[src/rtl/id_ex_pipe_reg_if.sv]
// Decode-to-execute bus for the ID/EX pipeline register: input beat, handshake,
// write-back snoop port and main-entry payload outputs.
interface id_ex_pipe_reg_if #(
   parameter int DATA_W     = 16,
   parameter int REG_ADDR_W = 3,
   parameter int ALU_CMD_W  = 3,
   parameter int NUM_SRC    = 2
);
   logic                           flush;
   logic                           bubble;
   logic                           in_valid;
   logic                           in_ready;
   logic [DATA_W-1:0]              inst;
   logic [NUM_SRC*REG_ADDR_W-1:0]  src_addr;
   logic [NUM_SRC*DATA_W-1:0]      src_data;
   logic [DATA_W-1:0]              imm_data;
   logic                           wr_en;
   logic                           alu_src2_sel_rf_imm;
   logic                           mem_store;
   logic                           wb_mem_select;
   logic [ALU_CMD_W-1:0]           alu_cmd;
   logic [REG_ADDR_W-1:0]          write_addr;
   logic                           wb_en;
   logic [REG_ADDR_W-1:0]          wb_addr;
   logic [DATA_W-1:0]              wb_data;
   logic                           out_valid;
   logic                           out_ready;
   logic [DATA_W-1:0]              inst_out;
   logic [NUM_SRC*REG_ADDR_W-1:0]  src_addr_out;
   logic [NUM_SRC*DATA_W-1:0]      src_data_out;
   logic [DATA_W-1:0]              imm_data_out;
   logic                           wr_en_out;
   logic                           alu_src2_sel_rf_imm_out;
   logic                           mem_store_out;
   logic                           wb_mem_select_out;
   logic [ALU_CMD_W-1:0]           alu_cmd_out;
   logic [REG_ADDR_W-1:0]          write_addr_out;

   modport master (
      output flush, bubble, in_valid, inst, src_addr, src_data, imm_data,
             wr_en, alu_src2_sel_rf_imm, mem_store, wb_mem_select, alu_cmd,
             write_addr, wb_en, wb_addr, wb_data, out_ready,
      input  in_ready, out_valid, inst_out, src_addr_out, src_data_out,
             imm_data_out, wr_en_out, alu_src2_sel_rf_imm_out, mem_store_out,
             wb_mem_select_out, alu_cmd_out, write_addr_out
   );

   modport slave (
      input  flush, bubble, in_valid, inst, src_addr, src_data, imm_data,
             wr_en, alu_src2_sel_rf_imm, mem_store, wb_mem_select, alu_cmd,
             write_addr, wb_en, wb_addr, wb_data, out_ready,
      output in_ready, out_valid, inst_out, src_addr_out, src_data_out,
             imm_data_out, wr_en_out, alu_src2_sel_rf_imm_out, mem_store_out,
             wb_mem_select_out, alu_cmd_out, write_addr_out
   );
endinterface

[src/rtl/id_ex_pipe_reg.sv]
// ID/EX pipeline register with a one-entry skid buffer so in_ready is purely
// registered, plus bubble, flush and write-back refresh of held operands.
module id_ex_pipe_reg #(
   parameter int DATA_W     = 16,
   parameter int REG_ADDR_W = 3,
   parameter int ALU_CMD_W  = 3,
   parameter int NUM_SRC    = 2,
   parameter int FWD_EN     = 1
) (
   input logic            clk,
   input logic            rst,
   id_ex_pipe_reg_if.slave bus
);

   typedef struct packed {
      logic [DATA_W-1:0]             inst;
      logic [NUM_SRC*REG_ADDR_W-1:0] src_addr;
      logic [NUM_SRC*DATA_W-1:0]     src_data;
      logic [DATA_W-1:0]             imm_data;
      logic                          wr_en;
      logic                          alu_src2_sel_rf_imm;
      logic                          mem_store;
      logic                          wb_mem_select;
      logic [ALU_CMD_W-1:0]          alu_cmd;
      logic [REG_ADDR_W-1:0]         write_addr;
   } entry_t;

   entry_t main_q, main_d, skid_q, skid_d, in_beat;
   logic   main_valid_q, main_valid_d, skid_valid_q, skid_valid_d;
   logic   accept, fire, main_free;

   // Replace every operand whose source register is being written back now.
   function automatic entry_t refresh(input entry_t e, input logic en,
                                      input logic [REG_ADDR_W-1:0] addr,
                                      input logic [DATA_W-1:0] data);
      entry_t r;
      r = e;
      if (FWD_EN != 0 && en) begin
         for (int i = 0; i < NUM_SRC; i++) begin
            if (e.src_addr[i*REG_ADDR_W +: REG_ADDR_W] == addr)
               r.src_data[i*DATA_W +: DATA_W] = data;
         end
      end
      return r;
   endfunction

   function automatic entry_t clear_ctrl(input entry_t e);
      entry_t r;
      r = e;
      r.wr_en               = 1'b0;
      r.alu_src2_sel_rf_imm = 1'b0;
      r.mem_store           = 1'b0;
      r.wb_mem_select       = 1'b0;
      return r;
   endfunction

   assign accept    = bus.in_valid && !skid_valid_q && !bus.flush;
   assign fire      = main_valid_q && bus.out_ready;
   assign main_free = !main_valid_q || fire;

   always_comb begin
      in_beat.inst                = bus.inst;
      in_beat.src_addr            = bus.src_addr;
      in_beat.src_data            = bus.src_data;
      in_beat.imm_data            = bus.imm_data;
      in_beat.wr_en               = bus.wr_en;
      in_beat.alu_src2_sel_rf_imm = bus.alu_src2_sel_rf_imm;
      in_beat.mem_store           = bus.mem_store;
      in_beat.wb_mem_select       = bus.wb_mem_select;
      in_beat.alu_cmd             = bus.alu_cmd;
      in_beat.write_addr          = bus.write_addr;
      if (bus.bubble)
         in_beat = clear_ctrl(in_beat);
      in_beat = refresh(in_beat, bus.wb_en, bus.wb_addr, bus.wb_data);
   end

   // Flush wins; otherwise skid drains into main before any new beat is taken.
   always_comb begin
      main_d       = main_q;
      skid_d       = skid_q;
      main_valid_d = main_valid_q;
      skid_valid_d = skid_valid_q;
      if (bus.flush) begin
         main_valid_d = 1'b0;
         skid_valid_d = 1'b0;
         main_d       = clear_ctrl(main_q);
         skid_d       = clear_ctrl(skid_q);
      end else begin
         if (main_free) begin
            if (skid_valid_q) begin
               main_d       = refresh(skid_q, bus.wb_en, bus.wb_addr, bus.wb_data);
               main_valid_d = 1'b1;
               skid_valid_d = 1'b0;
            end else if (accept) begin
               main_d       = in_beat;
               main_valid_d = 1'b1;
            end else begin
               main_valid_d = 1'b0;
            end
         end else begin
            main_d = refresh(main_q, bus.wb_en, bus.wb_addr, bus.wb_data);
            if (accept) begin
               skid_d       = in_beat;
               skid_valid_d = 1'b1;
            end else if (skid_valid_q) begin
               skid_d = refresh(skid_q, bus.wb_en, bus.wb_addr, bus.wb_data);
            end
         end
      end
   end

   always_ff @(posedge clk or posedge rst) begin
      if (rst) begin
         main_q       <= '0;
         skid_q       <= '0;
         main_valid_q <= 1'b0;
         skid_valid_q <= 1'b0;
      end else begin
         main_q       <= main_d;
         skid_q       <= skid_d;
         main_valid_q <= main_valid_d;
         skid_valid_q <= skid_valid_d;
      end
   end

   assign bus.in_ready                = !skid_valid_q;
   assign bus.out_valid               = main_valid_q;
   assign bus.inst_out                = main_q.inst;
   assign bus.src_addr_out            = main_q.src_addr;
   assign bus.src_data_out            = main_q.src_data;
   assign bus.imm_data_out            = main_q.imm_data;
   assign bus.wr_en_out               = main_q.wr_en;
   assign bus.alu_src2_sel_rf_imm_out = main_q.alu_src2_sel_rf_imm;
   assign bus.mem_store_out           = main_q.mem_store;
   assign bus.wb_mem_select_out       = main_q.wb_mem_select;
   assign bus.alu_cmd_out             = main_q.alu_cmd;
   assign bus.write_addr_out          = main_q.write_addr;

endmodule
[src/flat_wrapper.sv]
// flat-port wrapper written by rule: the top's interface ports become plain ports
module id_ex_pipe_reg_flat 
#(
   parameter int DATA_W     = 16,
   parameter int REG_ADDR_W = 3,
   parameter int ALU_CMD_W  = 3,
   parameter int NUM_SRC    = 2,
   parameter int FWD_EN     = 1
)
  (clk, rst, bus_flush, bus_bubble, bus_in_valid, bus_inst, bus_src_addr, bus_src_data, bus_imm_data, bus_wr_en, bus_alu_src2_sel_rf_imm, bus_mem_store, bus_wb_mem_select, bus_alu_cmd, bus_write_addr, bus_wb_en, bus_wb_addr, bus_wb_data, bus_out_ready, bus_in_ready, bus_out_valid, bus_inst_out, bus_src_addr_out, bus_src_data_out, bus_imm_data_out, bus_wr_en_out, bus_alu_src2_sel_rf_imm_out, bus_mem_store_out, bus_wb_mem_select_out, bus_alu_cmd_out, bus_write_addr_out);
  id_ex_pipe_reg_if #(.DATA_W(DATA_W), .REG_ADDR_W(REG_ADDR_W), .ALU_CMD_W(ALU_CMD_W), .NUM_SRC(NUM_SRC)) bus_i ();
  input logic clk;
  input logic rst;
  input wire logic [$bits(bus_i.flush)-1:0] bus_flush;
  input wire logic [$bits(bus_i.bubble)-1:0] bus_bubble;
  input wire logic [$bits(bus_i.in_valid)-1:0] bus_in_valid;
  input wire logic [$bits(bus_i.inst)-1:0] bus_inst;
  input wire logic [$bits(bus_i.src_addr)-1:0] bus_src_addr;
  input wire logic [$bits(bus_i.src_data)-1:0] bus_src_data;
  input wire logic [$bits(bus_i.imm_data)-1:0] bus_imm_data;
  input wire logic [$bits(bus_i.wr_en)-1:0] bus_wr_en;
  input wire logic [$bits(bus_i.alu_src2_sel_rf_imm)-1:0] bus_alu_src2_sel_rf_imm;
  input wire logic [$bits(bus_i.mem_store)-1:0] bus_mem_store;
  input wire logic [$bits(bus_i.wb_mem_select)-1:0] bus_wb_mem_select;
  input wire logic [$bits(bus_i.alu_cmd)-1:0] bus_alu_cmd;
  input wire logic [$bits(bus_i.write_addr)-1:0] bus_write_addr;
  input wire logic [$bits(bus_i.wb_en)-1:0] bus_wb_en;
  input wire logic [$bits(bus_i.wb_addr)-1:0] bus_wb_addr;
  input wire logic [$bits(bus_i.wb_data)-1:0] bus_wb_data;
  input wire logic [$bits(bus_i.out_ready)-1:0] bus_out_ready;
  output wire logic [$bits(bus_i.in_ready)-1:0] bus_in_ready;
  output wire logic [$bits(bus_i.out_valid)-1:0] bus_out_valid;
  output wire logic [$bits(bus_i.inst_out)-1:0] bus_inst_out;
  output wire logic [$bits(bus_i.src_addr_out)-1:0] bus_src_addr_out;
  output wire logic [$bits(bus_i.src_data_out)-1:0] bus_src_data_out;
  output wire logic [$bits(bus_i.imm_data_out)-1:0] bus_imm_data_out;
  output wire logic [$bits(bus_i.wr_en_out)-1:0] bus_wr_en_out;
  output wire logic [$bits(bus_i.alu_src2_sel_rf_imm_out)-1:0] bus_alu_src2_sel_rf_imm_out;
  output wire logic [$bits(bus_i.mem_store_out)-1:0] bus_mem_store_out;
  output wire logic [$bits(bus_i.wb_mem_select_out)-1:0] bus_wb_mem_select_out;
  output wire logic [$bits(bus_i.alu_cmd_out)-1:0] bus_alu_cmd_out;
  output wire logic [$bits(bus_i.write_addr_out)-1:0] bus_write_addr_out;
  assign bus_i.flush = bus_flush;
  assign bus_i.bubble = bus_bubble;
  assign bus_i.in_valid = bus_in_valid;
  assign bus_i.inst = bus_inst;
  assign bus_i.src_addr = bus_src_addr;
  assign bus_i.src_data = bus_src_data;
  assign bus_i.imm_data = bus_imm_data;
  assign bus_i.wr_en = bus_wr_en;
  assign bus_i.alu_src2_sel_rf_imm = bus_alu_src2_sel_rf_imm;
  assign bus_i.mem_store = bus_mem_store;
  assign bus_i.wb_mem_select = bus_wb_mem_select;
  assign bus_i.alu_cmd = bus_alu_cmd;
  assign bus_i.write_addr = bus_write_addr;
  assign bus_i.wb_en = bus_wb_en;
  assign bus_i.wb_addr = bus_wb_addr;
  assign bus_i.wb_data = bus_wb_data;
  assign bus_i.out_ready = bus_out_ready;
  assign bus_in_ready = bus_i.in_ready;
  assign bus_out_valid = bus_i.out_valid;
  assign bus_inst_out = bus_i.inst_out;
  assign bus_src_addr_out = bus_i.src_addr_out;
  assign bus_src_data_out = bus_i.src_data_out;
  assign bus_imm_data_out = bus_i.imm_data_out;
  assign bus_wr_en_out = bus_i.wr_en_out;
  assign bus_alu_src2_sel_rf_imm_out = bus_i.alu_src2_sel_rf_imm_out;
  assign bus_mem_store_out = bus_i.mem_store_out;
  assign bus_wb_mem_select_out = bus_i.wb_mem_select_out;
  assign bus_alu_cmd_out = bus_i.alu_cmd_out;
  assign bus_write_addr_out = bus_i.write_addr_out;
  id_ex_pipe_reg #(.DATA_W(DATA_W), .REG_ADDR_W(REG_ADDR_W), .ALU_CMD_W(ALU_CMD_W), .NUM_SRC(NUM_SRC), .FWD_EN(FWD_EN)) u_core (.clk(clk), .rst(rst), .bus(bus_i));
endmodule
[config.mk]
export PLATFORM = sky130hd
export DESIGN_NAME = id_ex_pipe_reg_flat
export DESIGN_NICKNAME = d
export VERILOG_FILES = /design/src/rtl/id_ex_pipe_reg_if.sv /design/src/rtl/id_ex_pipe_reg.sv /design/src/flat_wrapper.sv
export SDC_FILE = /design/constraint.sdc
export NUM_CORES = 1
export LEC_CHECK = 0
export ABC_CLOCK_PERIOD_IN_PS = 11700
export BUFFER_PORTS_ARGS = -buffer_cell sky130_fd_sc_hd__buf_2
export CAP_MARGIN = 10
export CORE_ASPECT_RATIO = 0.6
export CORE_MARGIN = 10
export CORE_UTILIZATION = 58
export CTS_CLUSTER_DIAMETER = 120
export DETAILED_ROUTE_END_ITERATION = 10
export PLACE_DENSITY = 0.86
export SYNTH_ARGS = -nofsm -noshare
export SYNTH_HDL_FRONTEND = slang
export SYNTH_SLANG_ARGS = --single-unit
[constraint.sdc]
create_clock -name clk -period 11.7 [get_ports clk]
set_clock_uncertainty 0.05 [all_clocks]
set_input_delay 0.585 -clock clk [delete_from_list [all_inputs] [get_ports clk]]
set_output_delay 0.585 -clock clk [all_outputs]
set_load 0.02 [all_outputs]
==> results of run 1 <==
## sequential cells by signal, indices dropped and copies added (netlist names)
| name | count |
|---|---|
| u_core.skid_q | 80 |
| u_core.bus.src_data_out | 32 |
| u_core.bus.imm_data_out | 16 |
| u_core.bus.inst_out | 16 |
| u_core.bus.src_addr_out | 6 |
| u_core.bus.alu_cmd_out | 3 |
| u_core.bus.write_addr_out | 3 |
| u_core.bus.alu_src2_sel_rf_imm_out | 1 |
| u_core.bus.mem_store_out | 1 |
| u_core.bus.out_valid | 1 |
| u_core.bus.wb_mem_select_out | 1 |
| u_core.bus.wr_en_out | 1 |
| u_core.skid_valid_q | 1 |
## layer usage
metal,up-vias,GRT usage
li1,2885,-
met2,289,0.3424
met5,-,0
met3,20,0.05688
met1,3044,0.3212
met4,0,0.06559
## through the flow
stage / cells / utilization / cell area, um^2 / total power [mW] / setup slack, ns
2_1_floorplan: 713 / - / 7589 / 0.9650 / 6.688
3_3_place_gp: 1024 / 0.6672 / 8548 / 1.081 / 8.864
3_5_place_dp: 1024 / 0.6672 / 8548 / 1.097 / 8.768
4_1_cts: 1056 / 0.7112 / 9112 / 1.624 / 8.743
5_1_grt: 1056 / 0.7112 / 9112 / 1.691 / 8.495
6_report: 1056 / 0.7112 / 9112 / 1.613 / 8.757
## layout by cell type (no fill, tap or decap), drive strengths merged, types with 3 or more instances in the layout
cell type / n
nor2: 76
clkinv: 5
clkbuf: 21
buf: 193
o31ai: 15
o21ai: 38
o221ai: 16
mux2: 44
inv: 6
a22oi: 14
a21oi: 53
or3: 16
o22ai: 15
nand2: 71
a21o: 16
dfrtp: 162
a211oi: 3
xor2: 6
nand2b: 7
nor3: 6
and2: 3
a22o: 16
xnor2: 12
mux2i: 45
a32o: 3
## power by group through the flow
stage               logic [mW]  clock network [mW]  registers, mW
finish                   0.343               0.525          0.746
global route             0.375               0.556          0.760
floorplan                0.168                   0          0.797
detailed placement       0.345                   0          0.753
global placement         0.334                   0          0.747
CTS                      0.346               0.534          0.744
## cell families after synthesis
| family | Yosys count | share of synthesized area |
|---|---|---|
| AO/OA/AOI/OAI | 200 | 0.1748 |
| AND/OR/NAND/NOR | 190 | 0.1110 |
| flip-flops | 162 | 0.5342 |
| multiplexers | 89 | 0.1246 |
| buffers and inverters | 54 | 0.03462 |
| XOR/XNOR | 18 | 0.02077 |
## layout make-up
| type | instances | area, um^2 |
|---|---|---|
| clock inverter | 11 | 93.84 |
| tap | 170 | 212.7 |
| inverter | 2 | 12.51 |
| clock buffer | 21 | 470.5 |
| fill | 978 | 3700 |
| sequential | 162 | 4058 |
| timing repair buffer | 193 | 980.9 |
| multi-input combinational | 497 | 3284 |
## path summary, 6_finish.rpt
kind / from / to / slack [ns] / depth (start not counted)
min in group clk: bus_src_data[20] / u_core.skid_q[46] / 0.34 / 3
setup reg to reg: u_core.skid_valid_q / u_core.bus.imm_data_out[5] / 8.76 / 5
setup / recovery: u_core.skid_valid_q / u_core.bus.imm_data_out[5] / 8.76 / 5
hold reg to reg: u_core.bus.src_data_out[14] / u_core.bus.src_data_out[14] / 0.43 / 2
max in group asynchronous: rst / u_core.skid_valid_q / 9.77 / 3
hold / removal: rst / u_core.bus.src_data_out[11] / 0.27 / 2
## worst max-delay path, stage by stage (launching register included)
cell     delay (ns)
dfrtp_4        1.16
nor2_1         0.33
nor3_4         0.29
buf_4          0.70
nor2_1         0.11
a21oi_1        0.17
==> summary.txt, run 1 <==
Yosys
  – Syn_area_per_cell: about 11 um^2
  – Fraction of registers with async set/reset: 1.000
  – Area share of the largest cell type after synthesis: 0.5342
  – Area contributors post-synth: dfrtp_1, mux2_2, mux2i_1
  – Seq cells post-synth: approximately 160
  – Most common cell in the netlist: dfrtp_1
  – Commonest cells in the netlist: dfrtp_1, nor2_1, nand2_1
  – Yosys top cell by area: dfrtp_1
  – Post-synthesis sequential area ratio: 0.5342
  – Cells after Synth: roughly 710
  – Post-synth net total: slightly above 800
  – Synth unique cells: 48
  – Synthesis Warnings: 0
  – Top_reg_cell synth: dfrtp_1
  – Area of the mapped netlist: approximately 7600 um^2
  – Number of synthesized flops with an enable pin: 0

Final layout
  – Area delta synth->final: 20.08%
  – Ant diodes: 0
  – # nets final: between 900 and 1,000
  – Proportion of layout cells with a drive suffix above 1: 0.3149

Detailed routing
  – Detail Route met3 WL: ~1700 um
  – DR vias: about 6,200
  – 1st-pass router iterations: 5
  – Post-DRT Antenna Nets: 0
  – Top sig layer: met4
  – Via density: 5.907
  – Detailed router's first-iteration violation count: 640
  – DRC viols: 0
  – DR WL met2: 9686 um
  – Routed met1 length: between 9000 and 10,000 um
  – Total wire length: approximately 21,000 um
  – Avg WL per Cell: between 20 and 25 um

GRT
  – Pin count of the biggest net entering global routing: 89
  – Vias in the first global route: 6,236
  – Initial antenna violation count: 0
  – Total GRT Usage: 0.2276
  – First-pass GRT wire length: around 34,000 um
  – Remaining Overflow, GRT: 0

Power and ir drop
  – Power Internal: about 1.1 mW
  – VDD IR max: between 0.0001 and 0.00015 V
  – P_sw: ~500 uW
  – Logic pwr share: 0.212
  – Sw Ratio: 0.3109
  – Power density cells: around 180 nW/um^2
  – Lkg Pwr: between 4 and 5 nW
  – Sequential fraction of design power: 0.462
  – Clock share of power: 0.325

Clock tree
  – Root Driver: clkbuf_16
  – CTS Hold Bufs: 0
  – Clk slew on worst S/H paths: about 0.07 ns
  – CTS Sinks: 162
  – H-tree depth: 4
  – Clock buffer count from CTS: 17
  – Clk_lat worst skew: just over 0.4 ns
  – Post-cts sizing count: 0
  – Post-CTS Setup Inserts: 0
  – CTS tree: yes
  – Worst-case clock buffer depth: 2

Floorplan
  – Die Area: around 18,000 um^2
  – Core area: approximately 13,000 um^2
  – Num ports: roughly 190
  – Initial Util: 0.5923
  – Chip Width: roughly 170 um
  – # rows: 32
  – DIE HEIGHT: roughly 110 um

STA
  – Worst-Margin Slew: 1.128 ns
  – Tcrit/Tclk final: 0.2515
  – RSZ-0062 raised after global routing: false
  – Final hold viol count: 0
  – Hold slack final: 0.2680 ns
  – Minimum clock period: ~3 ns
  – Final Max Tran Viols: 0
  – Slew headroom: 0.2482
  – Setup Viol. Count Final: 0
  – F_max: between 300 and 400 MHz
  – Post-Route Setup TNS: 0 ns

Worst setup path
  – Critical Path Source Type: flop
  – Crit. End Element: flop
  – Kind of critical path: flop to flop
  – Worst-path maximum fanout: between 80 and 90
  – CP Data Required Time: 11.97 ns
  – Critical Path AT: approximately 3.2 ns

Placed design
  – Port buffer count: ~190
  – DP HPWL: 15,090 um
  – Gp weighted congestion: about 0.85

Run
  – Maxcap violations: 0

Hold path
  – Worst hold path type: primary input to async pin

Run status
  – Status: finished clean
Note: power is estimated with default switching activity, not from simulation.
==> run 2, diff against run 1 <==
ABC_AREA = 1   (was unset)
ABC_CLOCK_PERIOD_IN_PS = 2900   (was 11700)
CORE_UTILIZATION = 56   (was 58)
PLACE_DENSITY = 0.81   (was 0.86)
clock period = 2.9 ns   (was 11.7 ns; I/O delays follow)
==> run 2 against run 1 <==
Sequential share of layout area fell by 7.5 points; clock-buffer cell count decreased by 3; setup slack worse by 8.1 ns; global-route usage grew 3.6 points; largest power group unchanged; critical path type is now flop to output pin; first-iteration DRC count grew 99%; clock power increased to 4.5 times the previous value; critical path depth decreased by 2; total power rose to 4.6 times the previous value; routed wire length increased by 38%; synthesized cell count grew 54%.
==> summary.txt, run 2 <==
Placed design
  – Gp weighted congestion: approximately 0.94
  – Port buffer count: between 150 and 200
  – Placed insts: around 1,400
  – DP HPWL: slightly below 20,000 um

Power and ir drop
  – Logic pwr share: 0.268
  – Sequential fraction of design power: 0.414
  – P_sw: roughly 2.6 mW
  – Power density cells: approximately 670 nW/um^2
  – Sw Ratio: 0.3504
  – Power Total: between 7 and 8 mW
  – Clock share of power: 0.318
  – Power Internal: 4.779 mW
  – VDD IR max: approximately 0.00039 V
  – Lkg Pwr: about 5.5 nW

STA
  – F_max: about 440 MHz
  – RSZ-0062 raised after global routing: false
  – Worst-Margin Slew: ~0.93 ns
  – Hold slack final: ~0.010 ns
  – Tcrit/Tclk final: 0.7866
  – Minimum clock period: roughly 2.3 ns
  – Post-Route Setup TNS: 0 ns
  – Final Max Tran Viols: 0
  – Setup Viol. Count Final: 0
  – Final hold viol count: 0
  – Slew headroom: 0.3794

Worst setup path
  – Kind of critical path: flop to output pin
  – Critical Path Source Type: flop
  – Crit. End Element: output pin
  – Crit-path slowest cell: buf_4
  – Critical Path AT: between 2 and 2.5 ns
  – Worst-path maximum fanout: between 70 and 80
  – CP Data Required Time: 2.71 ns
  – CP max stage delay: 0.72 ns
  – Critical path, cell by cell: inv_4, buf_4, buf_2

Detailed routing
  – Via density: slightly below 6
  – 1st-pass router iterations: 6
  – Detailed router's first-iteration violation count: 1,276
  – Post-DRT Antenna Nets: 0
  – Avg WL per Cell: a little under 20 um
  – Total wire length: a little under 30,000 um
  – DRC viols: 0
  – DR vias: 8,775

Yosys
  – Post-synth net total: 1,202
  – Commonest cells in the netlist: nand2_1, nand3_1, dfrtp_1
  – Area of the mapped netlist: approximately 9000 um^2
  – Area contributors post-synth: dfrtp_1, nand3_1, nand2_1
  – Seq cells post-synth: ~160
  – Yosys top cell by area: dfrtp_1
  – Synthesis Warnings: 0
  – Fraction of registers with async set/reset: 1.000
  – Synth unique cells: 31
  – Area share of the largest cell type after synthesis: 0.4506
  – Syn_area_per_cell: a little over 8 um^2
  – Top_reg_cell synth: dfrtp_1
  – Number of synthesized flops with an enable pin: 0
  – Most common cell in the netlist: nand2_1
  – Cells after Synth: ~1,100
  – Post-synthesis sequential area ratio: 0.4506

Floorplan
  – Die Area: about 22,000 um^2
  – # rows: 35
  – Num ports: 188
  – DIE HEIGHT: 118.2 um
  – Core area: roughly 16,000 um^2
  – Chip Width: between 150 and 200 um
  – Initial Util: 0.5787

Final layout
  – # nets final: roughly 1,400
  – Non-Filler Instances: approximately 1,500
  – Most common cell after layout, fill and taps aside: nand2_1
  – Most flops, register: u_core.skid_q
  – Proportion of layout cells with a drive suffix above 1: 0.2475
  – Largest register FFs: 80
  – Commonest cells after routing, fill and taps aside: nand2_1, nand3_1, buf_2
  – Fill count: ~1,200
  – Area delta synth->final: 21.75%

Clock tree
  – Clock buffer count from CTS: 17
  – Clk slew on worst S/H paths: approximately 0.08 ns
  – CTS tree: yes
  – Clk_lat worst skew: 0.43 ns
  – CTS Sinks: 162
  – Root Driver: clkbuf_16
  – Worst-case clock buffer depth: 2
  – H-tree depth: 4

Run status
  – Status: finished clean

GRT
  – Total GRT Usage: 0.2631
  – Initial antenna violation count: 2
  – Vias in the first global route: about 8,500
  – First-pass GRT wire length: approximately 46,000 um
  – Remaining Overflow, GRT: 0
  – Pin count of the biggest net entering global routing: 82

Hold path
  – Worst hold path type: primary input to flop

Run
  – Maxcap violations: 0
==> run 2: cell families (layout without fill, tap and decap cells) <==
family | after synthesis | after routing | synth area share
and+or+nand+nor | 644 | 644 | 0.3381
AOI/OAI and AO/OA | 134 | 134 | 0.08150
DFF | 162 | 162 | 0.4506
buffers and inverters | 112 | 321 | 0.06801
muxes | 38 | 38 | 0.05591
xor gates and xnor gates | 6 | 6 | 0.005841
other | 0 | 2 | 0
==> run 2: per-layer routing <==
layer	wire length, um	track usage
met4	744	0.09944
met3	3643	0.07158
met5	0	0
met2	12920	0.3835
met1	11960	0.3649
==> run 2: critical path: cells and delay by family, from the launching register on <==
kind / cells / cell delay [ns]
flip-flops: 1 / 0.43
buffers and inverters: 3 / 1.17
==> run 2: worst paths after layout <==
check	start	end	slack, ns	cells past startpoint
setup reg to reg	u_core.skid_valid_q	u_core.skid_q[39]	0.74	8
min in group asynchronous	rst	u_core.bus.imm_data_out[10]	0.14	3
max in group asynchronous	rst	u_core.bus.src_data_out[1]	1.94	4
setup / recovery	u_core.skid_valid_q	bus_in_ready	0.62	3
hold / removal	bus_src_data[20]	u_core.skid_q[46]	0.01	5
hold reg to reg	u_core.skid_q[36]	u_core.skid_q[36]	0.44	2
==> run 2: area by class of cell <==
class                   instances  area, um^2  area share
multi-input cells             822        4330      0.3954
flip-flops and latches        162        4055      0.3702
repair buffers                248        1551      0.1416
clock buffers                  18       429.2     0.03918
well taps                     203       254.0     0.02319
clock inverters                14       165.2     0.01508
inverters                      41       162.7     0.01485
diodes                          2       5.005   0.0004569
==> run 2: what timing repair did <==
action                                 4_1_cts  5_1_grt
gates resized for setup                      0        0
endpoints found under the hold margin      252        0
buffers inserted                             0        0
hold buffers                                48        0
==> run 2: power groups by stage <==
stage               Combinational [mW]  Clock [mW]  Sequential [mW]
detailed placement                1.91           0             3.07
global route                      2.14        2.43             3.10
floorplan                        0.997           0             3.32
CTS                               1.96        2.35             3.04
global placement                  1.86           0             3.05
finish                            1.97        2.34             3.05
==> run 2: per-stage QoR <==
stage | worst slack [ns] | utilization | instance area, um^2
after CTS | 0.6523 | 0.7042 | 10950
after floorplan | 0.6482 | - | 9000
after global placement | 0.8541 | 0.6351 | 9873
after detailed placement | 0.8178 | 0.6351 | 9873
after global routing | 0.5528 | 0.7044 | 10950
final | 0.6188 | 0.7045 | 10950
